### src/rtl/frame_write_packer.sv
// -----------------------------------------------------------------------------
// frame_write_packer
//
// Streaming write stage in front of an SRAM arbiter write port. Takes 24-bit
// RGB pixels, reduces each to RGB332 and packs four of them into one 32-bit
// SRAM word. Each finished word is issued as a {mask, addr, data} write
// command addressed into the selected frame buffer. Frame start and
// completion use four-phase start/start_ack and done/done_ack handshakes.
//
// Ports:
//   clock, reset_n      rising-edge clock, asynchronous active-low reset
//   start / start_ack   frame request from swap controller / acknowledge
//   done / done_ack     frame complete / acknowledge from swap controller
//   buf_sel             target buffer (0 -> BASE0, 1 -> BASE1), sampled at start
//   pix, pix_valid,     pixel input {R,G,B}, ready/valid
//   pix_ready
//   dout, valid, ready  write command {mask[3:0], addr[17:0], data[31:0]}
//
// Optional feature macro: PACKER_CHROMAKEY_EN
//   When defined, pixel 24'hFF00FF is transparent: its byte-enable is cleared,
//   and a word whose mask ends up all-zero is not emitted at all (its address
//   slot is still consumed).
// -----------------------------------------------------------------------------
module frame_write_packer #(
   parameter int unsigned N_PIXEL = 480000,
   parameter logic [17:0] BASE0   = 18'h00000,
   parameter logic [17:0] BASE1   = 18'h20000
) (
   input  logic        clock,
   input  logic        reset_n,
   input  logic        start,
   output logic        start_ack,
   output logic        done,
   input  logic        done_ack,
   input  logic        buf_sel,
   input  logic [23:0] pix,
   input  logic        pix_valid,
   output logic        pix_ready,
   output logic [53:0] dout,
   output logic        valid,
   input  logic        ready
);

   typedef enum logic [2:0] {
      S_IDLE      = 3'd0,
      S_START_ACK = 3'd1,
      S_RUN       = 3'd2,
      S_DRAIN     = 3'd3,
      S_DONE      = 3'd4,
      S_DONE_WAIT = 3'd5
   } state_t;

   localparam logic [19:0] LAST_PIX = 20'(N_PIXEL - 1);

   state_t      state_r;
   state_t      state_s;
   logic [17:0] base_r;
   logic [19:0] pix_cnt_r;
   logic [17:0] word_cnt_r;
   logic [31:0] acc_data_r;
   logic [3:0]  acc_mask_r;
   logic        valid_r;
   logic [53:0] dout_r;
   logic        start_ack_r;
   logic        done_r;

   logic [1:0]  lane_s;
   logic        last_s;
   logic        word_end_s;
   logic        pix_ready_s;
   logic        accept_s;
   logic [7:0]  byte_s;
   logic        transparent_s;
   logic [31:0] lane_data_s;
   logic [3:0]  lane_mask_s;
   logic [31:0] word_data_s;
   logic [3:0]  word_mask_s;
   logic        load_s;
   logic        frame_init_s;

   // Pixel decode: RGB332 reduction and (optionally) chroma-key detection.
   assign byte_s = {pix[23:21], pix[15:13], pix[7:6]};
`ifdef PACKER_CHROMAKEY_EN
   assign transparent_s = (pix == 24'hFF00FF);
`else
   // The low colour bits only matter for the key compare; keep them visibly consumed.
   logic unused_pix_s;
   assign unused_pix_s  = ^{pix[20:16], pix[12:8], pix[5:0]};
   assign transparent_s = 1'b0;
`endif

   // Lane tracking: lanes align with pix_cnt because every word starts at a multiple of 4.
   assign lane_s     = pix_cnt_r[1:0];
   assign last_s     = (pix_cnt_r == LAST_PIX);
   assign word_end_s = (lane_s == 2'd3) | last_s;

   // A word-completing pixel may only enter when the output register is free or draining now.
   assign pix_ready_s  = (state_r == S_RUN) & (~word_end_s | ~valid_r | ready);
   assign accept_s     = pix_valid & pix_ready_s;
   assign frame_init_s = (state_r == S_IDLE) & start;

   // Place the current byte into its lane and merge with the bytes already collected.
   always_comb begin
      lane_data_s = 32'h0000_0000;
      lane_mask_s = 4'b0000;
      case (lane_s)
         2'd0: begin lane_data_s = {24'h000000, byte_s};          lane_mask_s = 4'b0001; end
         2'd1: begin lane_data_s = {16'h0000, byte_s, 8'h00};     lane_mask_s = 4'b0010; end
         2'd2: begin lane_data_s = {8'h00, byte_s, 16'h0000};     lane_mask_s = 4'b0100; end
         2'd3: begin lane_data_s = {byte_s, 24'h000000};          lane_mask_s = 4'b1000; end
         default: begin lane_data_s = 32'h0000_0000;              lane_mask_s = 4'b0000; end
      endcase
      if (transparent_s) begin
         word_data_s = acc_data_r;
         word_mask_s = acc_mask_r;
      end else begin
         word_data_s = acc_data_r | lane_data_s;
         word_mask_s = acc_mask_r | lane_mask_s;
      end
   end

   // A fully transparent word is skipped but still consumes its address slot.
   assign load_s = accept_s & word_end_s & (word_mask_s != 4'b0000);

   // Next-state logic for the frame handshake / run / drain sequence.
   always_comb begin
      state_s = state_r;
      case (state_r)
         S_IDLE: begin
            if (start) state_s = S_START_ACK;
            else       state_s = S_IDLE;
         end
         S_START_ACK: begin
            if (!start) state_s = S_RUN;
            else        state_s = S_START_ACK;
         end
         S_RUN: begin
            if (accept_s && last_s) state_s = S_DRAIN;
            else                    state_s = S_RUN;
         end
         S_DRAIN: begin
            // Done may be raised on the same edge the last word is taken.
            if (!valid_r || ready) state_s = S_DONE;
            else                   state_s = S_DRAIN;
         end
         S_DONE: begin
            if (done_ack) state_s = S_DONE_WAIT;
            else          state_s = S_DONE;
         end
         S_DONE_WAIT: begin
            if (!done_ack) state_s = S_IDLE;
            else           state_s = S_DONE_WAIT;
         end
         default: state_s = S_IDLE;
      endcase
   end

   // State register and registered handshake outputs.
   always_ff @(posedge clock or negedge reset_n) begin
      if (!reset_n) begin
         state_r     <= S_IDLE;
         start_ack_r <= 1'b0;
         done_r      <= 1'b0;
      end else begin
         state_r     <= state_s;
         start_ack_r <= (state_s == S_START_ACK);
         done_r      <= (state_s == S_DONE);
      end
   end

   // Frame counters and the partial-word accumulator.
   always_ff @(posedge clock or negedge reset_n) begin
      if (!reset_n) begin
         base_r     <= 18'h00000;
         pix_cnt_r  <= 20'd0;
         word_cnt_r <= 18'd0;
         acc_data_r <= 32'h0000_0000;
         acc_mask_r <= 4'b0000;
      end else if (frame_init_s) begin
         base_r     <= buf_sel ? BASE1 : BASE0;
         pix_cnt_r  <= 20'd0;
         word_cnt_r <= 18'd0;
         acc_data_r <= 32'h0000_0000;
         acc_mask_r <= 4'b0000;
      end else if (accept_s) begin
         pix_cnt_r <= pix_cnt_r + 20'd1;
         if (word_end_s) begin
            word_cnt_r <= word_cnt_r + 18'd1;
            acc_data_r <= 32'h0000_0000;
            acc_mask_r <= 4'b0000;
         end else begin
            acc_data_r <= word_data_s;
            acc_mask_r <= word_mask_s;
         end
      end
   end

   // Single-entry output register; load and consume may coincide without a bubble.
   always_ff @(posedge clock or negedge reset_n) begin
      if (!reset_n) begin
         valid_r <= 1'b0;
         dout_r  <= 54'd0;
      end else if (load_s) begin
         valid_r <= 1'b1;
         dout_r  <= {word_mask_s, base_r + word_cnt_r, word_data_s};
      end else if (ready) begin
         valid_r <= 1'b0;
      end
   end

   assign start_ack = start_ack_r;
   assign done      = done_r;
   assign pix_ready = pix_ready_s;
   assign valid     = valid_r;
   assign dout      = dout_r;

endmodule

### config.mk
export PLATFORM = sky130hd
export DESIGN_NAME = frame_write_packer
export DESIGN_NICKNAME = d
export VERILOG_FILES = /design/src/rtl/frame_write_packer.sv
export SDC_FILE = /design/constraint.sdc
export NUM_CORES = 1
export LEC_CHECK = 0
export ABC_AREA = 1
export BUFFER_PORTS_ARGS = -buffer_cell sky130_fd_sc_hd__buf_4
export CAP_MARGIN = 20
export CORE_MARGIN = 8
export CORE_UTILIZATION = 53
export DETAILED_ROUTE_END_ITERATION = 10
export HOLD_SLACK_MARGIN = 0.05
export PLACE_DENSITY = 0.75
export SYNTH_ARGS = -nofsm -noshare
export SYNTH_HDL_FRONTEND = slang
export SYNTH_SLANG_ARGS = --single-unit
### constraint.sdc
create_clock -name clock -period 2.1 [get_ports clock]
set_clock_uncertainty 0.2 [all_clocks]
set_input_delay 0.105 -clock clock [delete_from_list [all_inputs] [get_ports clock]]
set_output_delay 0.105 -clock clock [all_outputs]
set_load 0.1 [all_outputs]
==> reports/qor.txt <==
Placed Area: 6969 sq um
First-pass GRT wire length: 24.93 mm
First DRT Iteration DRCs: 446
IO Pins: 89
Seq/Total Area, Yosys: 54.23%
Pins over their slew limit: 0
Dpl cells: 946
DRT Wirelength: 15.18 mm
Peak VDD IR: 0.0006543 V
Design Area, Final: 7692 sq um
Area share of the leading cell type in the synthesized netlist: 54.23%
Worst R2R End: acc_mask_r[0]
Hold wc startpoint: pix_valid
Arrival @ worst endpoint: 2110 ps
Unique masters post-synth: 30
Post-Syn Area: 6183 sq um
PD cells: 995.6 nW/um^2
Area of the multi-input gates: 2486 sq um
Flop pwr share: 38.4%
Initial antenna violation count: 1
CP required: 2230 ps
Setup bufs post-CTS: 0
Post-route DRC violation count: 0
FP Rows: 39
Type of the worst min-delay path: in -> reg
Layout cell share with drive strength beyond 1: 16.10%
Yosys reg bits: 134
Number of max-cap violations: 0
Clock Path Buffers: 2
Leakage power total: 0.003969 uW
Worst setup SP type: flip-flop
Via Count: 5339
Setup crit end kind: flip-flop
Status: finished clean
Tmin final: 1983 ps
Initial core utilization: 54.15%
Clock power frac: 36.1%
Highest clock rate: 0.5042 GHz
Int Power: 4973 uW
Sw Pwr: 2685 uW
# setup viols final: 0
Post-route ant nets: 0
Setup CP Type: reg -> reg
DR WL/cell: 15.26 um
Vias in the first global route: 5244
HPWL after detailed placement: 10.27 mm
Slew @ Worst Pin: 553.9 ps
Synthesized Nets: 776
Register area: 3356 sq um
DIE HEIGHT: 124.0 um
Yosys Warn Count: 0
Slew headroom: 63.07%
Min-Delay Endpoint: acc_data_r[7]
Combinational power share: 25.5%
Hold Vio Cnt, Final: 0
CTS clk-pin slew, worst paths: 60 ps
TritonCTS clock tree: yes
Total grt overflow: 0
Largest net degree at the start of global routing: 52
Fillers: 954
Syn-to-layout area delta: 24.40%
DRT Pass-1 Iters: 5
Largest cells by area after synthesis: dfrtp_1, nand2_1, nor2_1, o21ai_0, inv_1
H-tree levels: 4
GPL Wtd Cong: 0.8407
Buffer type at the clock tree root: clkbuf_16
Port Buffers: 72
Core Region: 11420 sq um
Leading area contributor after synthesis: dfrtp_1
Sw Share: 35.06%
Gate Count Post-Synth: 740
Worst reg-to-reg setup slack: 120 ps
Clk_lat worst skew: 420 ps
Die width: 124.0 um
Mean Syn Cell Area: 8.356 sq um
CTS Buf Count: 17
Final Cycle Share: 94.45%
Worst Hold Depth: 5
Final #Nets: 874
R2r worst-path depth: 7
Reg-to-Reg Start: pix_cnt_r[0]
DIE AREA: 15380 sq um
Total GRT Usage: 20.57%
Final non-filler cell total: 995
Drt via density: 5.366
RSZ-0062 raised after global routing: true
Crit path max fanout: 28
Hold_ws: 82.69 ps
Clk sink count: 134
cells by family after synthesis:
logic type               synth area share, %
buffers and inverters                  5.828
XOR/XNOR                              0.8499
AO/OA/AOI/OAI                          12.48
AND/OR/NAND/NOR                        25.60
flip-flops                             54.23
adder cells (fa/ha/maj)                1.012
registers in the layout, indices dropped and copies added, names as in the netlist:
register	count
dout	54
acc_data_r	32
pix_cnt_r	20
word_cnt_r	18
acc_mask_r	3
state_r	3
base_r	1
done	1
start_ack	1
valid	1
layout by cell type, fill, tap and decap left out, types with 10 or more instances in the layout:
master,instances
o21ai_1,10
nand2_1,246
inv_1,56
a21oi_1,25
nor2_1,66
o21ai_0,44
dlygate4sd3_1,16
nand4_1,16
o21bai_1,21
clkbuf_16,17
o211a_1,20
nand3_1,41
buf_4,85
dfrtp_1,132
layer usage:
layer | track usage (%) | routed length, um | vias to the layer above
met5 | 0 | 0 | -
met4 | 9.740 | 452 | 0
met3 | 5.122 | 737 | 33
met2 | 33.51 | 7446 | 128
met1 | 25.30 | 6542 | 2585
li1 | - | - | 2593
critical path, stage by stage, from the launching register on:
cell and delay (ps):
dfrtp_1 400, ha_1 270, nand3_1 120, nand3_2 160, nand2_2 260, buf_12 220
nor2_1 60, nor3b_1 190
how the worst max path moves through the flow:
| stage | start | to | slack [ps] |
|---|---|---|---|
| 2_1_floorplan | pix_cnt_r[0] | dout[49] | 240 |
| 3_3_place_gp | pix_cnt_r[1] | pix_cnt_r[12] | 160 |
| 3_5_place_dp | pix_cnt_r[0] | acc_mask_r[0] | 70 |
| 4_1_cts | pix_cnt_r[0] | acc_mask_r[0] | 60 |
| 5_1_grt | pix_cnt_r[1] | acc_mask_r[0] | -5 |
| 6_report | pix_cnt_r[0] | acc_mask_r[0] | 120 |
synthesized netlist by cell type:
master      n
inv_2       5
nor3b_1     1
nor3_2      1
nand3_2     1
nor2_4      1
nor3_1      3
nand4_1    16
nand2_1   246
xor2_1      5
nor2_1     66
clkbuf_1    4
o211a_1    20
nor2_2      4
o21bai_1   21
buf_2      21
dfrtp_1   134
nand3b_1    2
or2_2       1
o211ai_1    1
a21oi_1    26
inv_1      56
xnor2_1     1
o21ai_0    44
buf_4       1
buf_1       1
nand2_2     1
o21ai_1    10
ha_1        5
a31oi_1     1
nand3_1    41
metrics by stage:
step                      setup TNS [ps]  util [%]  total power (uW)  setup WS, ps
after CTS                              0     67.26              7680         62.10
after floorplan                        0         -              4311         239.6
after global placement                 0     61.03              4814         159.3
final                                  0     67.37              7659         116.6
after global routing              -5.486     67.37              7991        -5.486
after detailed placement               0     61.03              4869         72.12
timing repair:
| action | 4_1_cts | 5_1_grt |
|---|---|---|
| endpoints found under the setup margin | 0 | 9 |
| resized for setup | 0 | 3 |
| hold buffers | 16 | 0 |
| endpoints found under the hold margin | 201 | 0 |
area by class of cell:
cell class	count	area share, %
antenna	1	0.03253
inverter	61	2.977
clock inverter	12	1.350
tap	143	2.326
clock buffer	20	5.807
timing repair buffer	106	11.56
multi-input combinational	518	32.32
sequential	134	43.62
power by group through the flow:
stage               clock [uW]  sequential [uW]  combinational (uW)
floorplan                    0             3360                 953
global placement             0             2960                1850
detailed placement           0             2980                1890
CTS                       2810             2940                1940
global route              2920             2960                2110
finish                    2760             2940                1950
(Power assumes the default switching activity.)
